`src/rtl/cpu_pkg.sv`:
```
// ---------------------------------------------------------------------------
// cpu_pkg
// Shared definitions for the CPU sequencer: FSM state encoding, instruction
// class codes, stack sub-op codes and stack-pointer control encodings.
// No ports; imported by cpu_sequencer and depthcounter.
// ---------------------------------------------------------------------------
package cpu_pkg;

    // Sequencer states
    typedef enum logic [2:0] {
        ST_FETCH = 3'd0,
        ST_EXEC  = 3'd1,
        ST_WB    = 3'd2,
        ST_HALT  = 3'd3,
        ST_FAULT = 3'd4
    } state_e;

    // Instruction class, IR[0:1]
    localparam logic [1:0] CLS_LIT = 2'b00;
    localparam logic [1:0] CLS_ALU = 2'b01;
    localparam logic [1:0] CLS_JMP = 2'b10;
    localparam logic [1:0] CLS_STK = 2'b11;

    // Stack sub-op, IR[2:4]
    localparam logic [2:0] STK_POP   = 3'b000;
    localparam logic [2:0] STK_DROP  = 3'b001;
    localparam logic [2:0] STK_PUSHR = 3'b010;
    localparam logic [2:0] STK_HALT  = 3'b011;

    // Stack pointer control {select, inc, dec}
    localparam logic [2:0] SP_NONE = 3'b000;
    localparam logic [2:0] SP_INC  = 3'b010;
    localparam logic [2:0] SP_DEC  = 3'b001;

    // True when a stack sub-op moves the stack pointer downwards
    function automatic logic isStackPop(input logic [2:0] stkOp);
        return (stkOp == STK_POP) || (stkOp == STK_DROP);
    endfunction

endpackage

```
`src/rtl/cpu_sequencer_depthcounter.sv`:
```
// ---------------------------------------------------------------------------
// depthcounter
// Tracks the memory stack occupancy and flags overflow/underflow.
// Ports:
//   i_clock, i_reset_n : clock, async active-low reset
//   i_push, i_pop      : requested stack movement this cycle (one-hot or none)
//   o_depth            : current occupancy
//   o_fault            : combinational; the requested movement is illegal.
//                        The counter holds its value when this is set.
// ---------------------------------------------------------------------------
module depthcounter #(
    parameter int  STACK_DEPTH = 16,
    localparam int DW          = $clog2(STACK_DEPTH + 1)
) (
    input  logic          i_clock,
    input  logic          i_reset_n,
    input  logic          i_push,
    input  logic          i_pop,
    output logic [DW-1:0] o_depth,
    output logic          o_fault
);

    localparam logic [DW-1:0] DEPTH_FULL = DW'(STACK_DEPTH);
    localparam logic [DW-1:0] DEPTH_ZERO = DW'(0);
    localparam logic [DW-1:0] DEPTH_ONE  = DW'(1);

    logic [DW-1:0] depth_r;

    assign o_fault = (i_push && (depth_r == DEPTH_FULL)) ||
                     (i_pop  && (depth_r == DEPTH_ZERO));
    assign o_depth = depth_r;

    // Occupancy register: moves only on a legal push or pop
    always_ff @(posedge i_clock or negedge i_reset_n) begin
        if (!i_reset_n) begin
            depth_r <= DEPTH_ZERO;
        end else if (o_fault) begin
            depth_r <= depth_r;
        end else if (i_push) begin
            depth_r <= depth_r + DEPTH_ONE;
        end else if (i_pop) begin
            depth_r <= depth_r - DEPTH_ONE;
        end else begin
            depth_r <= depth_r;
        end
    end

endmodule

```
`src/rtl/cpu_sequencer.sv`:
```
// ---------------------------------------------------------------------------
// cpu_sequencer
// Fetch/execute/writeback control sequencer for an 18-bit stack CPU.
// Ports:
//   i_clock, i_reset_n : clock, async active-low reset
//   i_run              : fetch enable, only sampled in FETCH
//   i_instruction      : program ROM word, bits [0:17]
//   i_cond             : jump-assist condition, selects IP source on JMP
//   o_* strobes        : datapath controls, combinational from state/IR/depth
//   o_halted, o_fault  : sticky status (until reset)
//   o_depth            : current stack occupancy
// ---------------------------------------------------------------------------
module cpu_sequencer #(
    parameter int STACK_DEPTH = 16
) (
    input  logic                             i_clock,
    input  logic                             i_reset_n,
    input  logic                             i_run,
    input  logic [0:17]                      i_instruction,
    input  logic                             i_cond,
    output logic                             o_ipWrite,
    output logic                             o_ipSel,
    output logic                             o_RWCtrl,
    output logic                             o_RSCtrl,
    output logic                             o_TWCtrl,
    output logic                             o_TIn,
    output logic                             o_stkAddrSel,
    output logic                             o_stkWCtrl,
    output logic                             o_stkSCtrl,
    output logic                             o_carryWCtrl,
    output logic                             o_instrTypeCtrl,
    output logic [4:0]                       o_instrOP,
    output logic [2:0]                       o_spCtrl,
    output logic [1:0]                       o_jSelCtrl,
    output logic [5:0]                       o_jCtrl,
    output logic                             o_halted,
    output logic                             o_fault,
    output logic [$clog2(STACK_DEPTH+1)-1:0] o_depth
);

    import cpu_pkg::*;

    state_e      state_r;
    state_e      nextState_s;
    logic [0:17] ir_r;
    logic [1:0]  irClass_s;
    logic [2:0]  stkOp_s;
    logic        pushReq_s;
    logic        popReq_s;
    logic        stackFault_s;
    logic        unusedIrBits_s;

    assign irClass_s = ir_r[0:1];
    assign stkOp_s   = ir_r[2:4];
    // Literal payload bits travel on the datapath, not through the sequencer
    assign unusedIrBits_s = ^ir_r[10:17];

    // State and instruction register; IR only loads on an accepted fetch
    always_ff @(posedge i_clock or negedge i_reset_n) begin
        if (!i_reset_n) begin
            state_r <= ST_FETCH;
            ir_r    <= 18'd0;
        end else begin
            state_r <= nextState_s;
            if ((state_r == ST_FETCH) && i_run) begin
                ir_r <= i_instruction;
            end else begin
                ir_r <= ir_r;
            end
        end
    end

    // Stack movement requests, kept apart from the strobe decode so the
    // fault flag coming back from the counter forms no combinational loop
    always_comb begin
        pushReq_s = 1'b0;
        popReq_s  = 1'b0;
        case (state_r)
            ST_EXEC: begin
                if (irClass_s == CLS_STK) begin
                    pushReq_s = (stkOp_s == STK_PUSHR);
                    popReq_s  = isStackPop(stkOp_s);
                end else begin
                    pushReq_s = 1'b0;
                    popReq_s  = 1'b0;
                end
            end
            ST_WB: begin
                // WB is only reached by an ALU op that pushes R
                pushReq_s = 1'b1;
            end
            default: begin
                pushReq_s = 1'b0;
                popReq_s  = 1'b0;
            end
        endcase
    end

    depthcounter #(
        .STACK_DEPTH (STACK_DEPTH)
    ) uDepthCounter (
        .i_clock   (i_clock),
        .i_reset_n (i_reset_n),
        .i_push    (pushReq_s),
        .i_pop     (popReq_s),
        .o_depth   (o_depth),
        .o_fault   (stackFault_s)
    );

    // Next-state and strobe decode; a stack fault suppresses every strobe
    always_comb begin
        nextState_s     = state_r;
        o_ipWrite       = 1'b0;
        o_ipSel         = 1'b0;
        o_RWCtrl        = 1'b0;
        o_RSCtrl        = 1'b0;
        o_TWCtrl        = 1'b0;
        o_TIn           = 1'b0;
        o_stkAddrSel    = 1'b0;
        o_stkWCtrl      = 1'b0;
        o_stkSCtrl      = 1'b0;
        o_carryWCtrl    = 1'b0;
        o_instrTypeCtrl = 1'b0;
        o_instrOP       = 5'd0;
        o_spCtrl        = SP_NONE;
        o_jSelCtrl      = 2'd0;
        o_jCtrl         = 6'd0;
        o_halted        = 1'b0;
        o_fault         = 1'b0;

        case (state_r)
            ST_FETCH: begin
                if (i_run) begin
                    nextState_s = ST_EXEC;
                end else begin
                    nextState_s = ST_FETCH;
                end
            end

            ST_EXEC: begin
                case (irClass_s)
                    CLS_LIT: begin
                        o_TIn       = 1'b0;
                        o_TWCtrl    = 1'b1;
                        o_ipWrite   = 1'b1;
                        o_ipSel     = 1'b0;
                        nextState_s = ST_FETCH;
                    end
                    CLS_ALU: begin
                        o_instrTypeCtrl = 1'b0;
                        o_instrOP       = ir_r[2:6];
                        o_RWCtrl        = 1'b1;
                        o_carryWCtrl    = ir_r[7];
                        if (ir_r[8]) begin
                            nextState_s = ST_WB;
                        end else begin
                            o_ipWrite   = 1'b1;
                            nextState_s = ST_FETCH;
                        end
                    end
                    CLS_JMP: begin
                        // Taken jump (i_cond=1) loads IP from T
                        o_jCtrl     = ir_r[2:7];
                        o_jSelCtrl  = ir_r[8:9];
                        o_ipSel     = i_cond;
                        o_ipWrite   = 1'b1;
                        nextState_s = ST_FETCH;
                    end
                    CLS_STK: begin
                        if (stackFault_s) begin
                            nextState_s = ST_FAULT;
                        end else begin
                            case (stkOp_s)
                                STK_POP: begin
                                    o_stkSCtrl  = 1'b1;
                                    o_TIn       = 1'b1;
                                    o_TWCtrl    = 1'b1;
                                    o_spCtrl    = SP_DEC;
                                    o_ipWrite   = 1'b1;
                                    nextState_s = ST_FETCH;
                                end
                                STK_DROP: begin
                                    o_spCtrl    = SP_DEC;
                                    o_ipWrite   = 1'b1;
                                    nextState_s = ST_FETCH;
                                end
                                STK_PUSHR: begin
                                    o_RSCtrl    = 1'b1;
                                    o_stkWCtrl  = 1'b1;
                                    o_spCtrl    = SP_INC;
                                    o_ipWrite   = 1'b1;
                                    nextState_s = ST_FETCH;
                                end
                                STK_HALT: begin
                                    nextState_s = ST_HALT;
                                end
                                default: begin
                                    o_ipWrite   = 1'b1;
                                    nextState_s = ST_FETCH;
                                end
                            endcase
                        end
                    end
                    default: begin
                        nextState_s = ST_FETCH;
                    end
                endcase
            end

            ST_WB: begin
                if (stackFault_s) begin
                    nextState_s = ST_FAULT;
                end else begin
                    o_RSCtrl    = 1'b1;
                    o_stkWCtrl  = 1'b1;
                    o_spCtrl    = SP_INC;
                    o_ipWrite   = 1'b1;
                    nextState_s = ST_FETCH;
                end
            end

            ST_HALT: begin
                o_halted    = 1'b1;
                nextState_s = ST_HALT;
            end

            ST_FAULT: begin
                o_fault     = 1'b1;
                nextState_s = ST_FAULT;
            end

            default: begin
                nextState_s = ST_FETCH;
            end
        endcase
    end

endmodule

```
`config.mk`:
```
export PLATFORM = sky130hd
export DESIGN_NAME = cpu_sequencer
export DESIGN_NICKNAME = d
export VERILOG_FILES = /design/src/rtl/cpu_pkg.sv /design/src/rtl/cpu_sequencer_depthcounter.sv /design/src/rtl/cpu_sequencer.sv
export SDC_FILE = /design/constraint.sdc
export NUM_CORES = 1
export LEC_CHECK = 0
export ABC_CLOCK_PERIOD_IN_PS = 2450
export CORE_ASPECT_RATIO = 0.7
export CORE_MARGIN = 5
export CORE_UTILIZATION = 38
export CTS_CLUSTER_SIZE = 20
export DETAILED_ROUTE_END_ITERATION = 8
export PLACE_DENSITY = 0.77
export SYNTH_ARGS = -nofsm -noshare
export SYNTH_HDL_FRONTEND = slang
export SYNTH_SLANG_ARGS = --single-unit
```
`constraint.sdc`:
```
create_clock -name i_clock -period 2.45 [get_ports i_clock]
set_input_delay 0.245 -clock i_clock [delete_from_list [all_inputs] [get_ports i_clock]]
set_output_delay 0.245 -clock i_clock [all_outputs]
set_load 0.03 [all_outputs]
```
==> results by group <==
STA
  – Final Cycle Share: approximately 96%
  – Worst-Margin Slew: 0.832 ns
  – RSZ-0062 raised after global routing: true
  – Worst slew margin: 44.4%
  – Setup violations, final: 0
  – Final slew viol count: 0
  – Fin crit period: 2.35 ns
  – Final WS setup: 0.101 ns
  – Max Freq: 426 MHz
  – Final Hold Viols: 0
  – Skew final: 0.00451 ns

Clock tree
  – Clock Path Buffers: 2
  – Reg clk slew, reported paths: ~0.070 ns
  – H-tree Lvls: 1
  – CTS tree: yes
  – Clock tree root buffer cell: clkbuf_8
  – Clock Latency Late Sink: 0.25 ns
  – Num CTS Buffers: 3
  – Cts-stage hold buffer count: 0
  – Clk sinks: 18
  – Post-CTS Setup Bufs: 0

Synth
  – Seq/Total Area, Yosys: 35.4%
  – YS warnings: 0
  – Ranking of synthesized cells by area: dfrtp_1, and3_1, ha_1
  – Most frequent cell after synthesis: dfrtp_1
  – Number of synthesized register bits: 18
  – Mapped Area: 1270 µm²
  – Cell taking the most area after synthesis: dfrtp_1
  – Primary FF master, synth: dfrtp_1
  – Post-synth EDFFs: 0
  – Netlist cell types: 37
  – Synth cell count leaders: dfrtp_1, and3_1, ha_1, nand2_1, mux2_2
  – Mapped Cells: 128
  – Asr flop ratio synth: between 90% and 100%
  – Share of the synthesized area in the top cell type: 35.4%
  – Syn Area/Cell: roughly 9.9 µm²

Worst setup path
  – FF-to-FF End: uDepthCounter.o_depth[4]
  – CP max stage cell: clkdlybuf4s50_1
  – R2r setup slk: between 0.1 and 0.15 ns
  – Reg2reg path depth: 9
  – Setup crit start: state_r[2]
  – Data required time of the worst path: 2.20 ns
  – Worst r2r src: ir_r[1]
  – WP buf/inv: 2
  – CP top delay family: buffers and inverters
  – Slowest stage delay, CP: approximately 0.67 ns
  – CP Max Fanout: 22
  – Crit path DAT: 2.10 ns
  – CP cell instances: nor3b_4, buf_4, and2_1, clkdlybuf4s50_1
  – CP Depth: 4
  – Crit start category: flop
  – Crit path capture type: output pin
  – WS Path Type: reg2out

Pwr
  – P_leak: 1.09 nW
  – Pwr dens: approximately 1200 nW/µm²
  – Peak VDD IR: 0.000540 V

Routing
  – First-pass DRT Iterations: 4
  – WL final: 3270 µm
  – Vias per cell: 5.19
  – Initial drt markers: 65
  – WL/cell: ~15 µm
  – DRC Markers: 0
  – Via count: approximately 1100
  – Final ANT Viol Nets: 0

Global route
  – Congestion Overflow GR: 0
  – Number of global-route vias before repair: around 1100
  – Largest net degree at the start of global routing: 23
  – First-pass GRT wire length: ~5300 µm
  – Initial antenna violation count: 0
  – Gr usage total: 14.4%

Place
  – Pre-CTS setup slack: -0.0652 ns
  – Final Wtd Congestion: 0.918
  – Placed insts: 207
  – Hpwl dp: 2480 µm
  – Port Buffers: 44

Finish
  – Final nets: 205
  – Share of layout cells above drive strength 1: 18.5%
  – Diodes inserted: 0
  – Post-route non-filler standard cell count: 211
  – Area growth, synth to finish: 44.3%

Floorplan
  – Die W: 79.2 µm
  – Initial core utilization: 39.9%
  – Total I/O pin count: 56
  – Die area: 4620 µm²
  – Die H: 58.4 µm
  – Num rows: 17
  – Core area: 3190 µm²

Worst hold path
  – Hold Path Class: in2async

Run status
  – Status: complete, no violations

Flow run
  – Maxcap violations: 0
-- kinds of logic (layout without fill, tap and decap cells) --
group / count (synthesis) / count (layout) / synth area share, %
AND/OR/NAND/NOR: 47 / 47 / 23.8
AO/OA/AOI/OAI: 24 / 24 / 13.4
flip-flops: 18 / 18 / 35.4
buffers and inverters: 15 / 58 / 6.29
adder cells (fa/ha/maj): 9 / 9 / 9.44
multiplexers: 9 / 9 / 7.96
XOR/XNOR: 5 / 5 / 3.44
other: 1 / 3 / 0.295
-- power by group --
part	leakage, nW	internal [W]	switching [W]
Sequential	0.218	0.000437	0.000201
Clock	0.0288	0.000143	0.0000974
Combinational	0.844	0.000620	0.000778
Total	1.09	0.00120	0.00108
-- cells in the final DEF, fill, tap and decap left out, types with 2 or more instances in the layout --
master,instances
clkbuf_8,4
nor3b_1,2
o21ai_0,5
mux2_2,7
and2_1,2
buf_4,12
a31oi_1,2
a21o_1,4
nand2b_1,3
xnor2_1,4
conb_1,3
ha_1,8
nor2_1,6
and3_1,16
mux2_1,2
inv_1,5
dlymetal6s2s_1,15
dfrtp_1,18
nand2_1,8
a21oi_1,6
clkdlybuf4s50_1,21
-- area by class of cell --
type	instances	area, µm²
Fill cell	266	1350
Multi-Input combinational cell	97	772
Timing Repair Buffer	49	493
Sequential cell	18	450
Clock buffer	4	55.1
Tap cell	38	47.5
Inverter	5	18.8
-- registers in the layout, indices dropped and copies added (netlist names) --
register	flops
uDepthCounter.o_depth	5
ir_r	10
state_r	3
-- layer usage --
| metal | up-vias | wire length [µm] | track usage, % |
|---|---|---|---|
| li1 | 539 | - | - |
| met1 | 518 | 1460 | 18.4 |
| met2 | 37 | 1590 | 23.0 |
| met3 | 2 | 193 | 4.59 |
| met4 | 0 | 25 | 5.64 |
| met5 | - | 0 | 0 |
-- through the flow --
| stage | util (%) | TNS [ns] | hold slack (ns) | area (µm²) | power (W) |
|---|---|---|---|---|---|
| after global placement | 54.1 | 0 | 0.486 | 1730 | 0.00196 |
| after global routing | 57.6 | -0.0341 | 0.525 | 1840 | 0.00246 |
| after floorplan | - | 0 | -0.0506 | 1280 | 0.00155 |
| final | 57.6 | 0 | 0.467 | 1840 | 0.00228 |
| after CTS | 56.0 | 0 | 0.492 | 1790 | 0.00227 |
| after detailed placement | 54.1 | -0.0837 | 0.496 | 1730 | 0.00201 |
-- timing repair --
item / CTS / global route
resized for setup: 2 / 21
setup endpoints to repair: 3 / 19
pin swaps: 0 / 1
-- how the worst max path moves through the flow --
stage	endpoint	slack (ns)
floorplan	uDepthCounter.o_depth[4]	0.07
global placement	uDepthCounter.o_depth[4]	0.04
detailed placement	uDepthCounter.o_depth[4]	-0.07
CTS	uDepthCounter.o_depth[4]	0.03
global route	uDepthCounter.o_depth[4]	-0.02
finish	o_RWCtrl	0.10
Power figures use the tool's default switching activity.
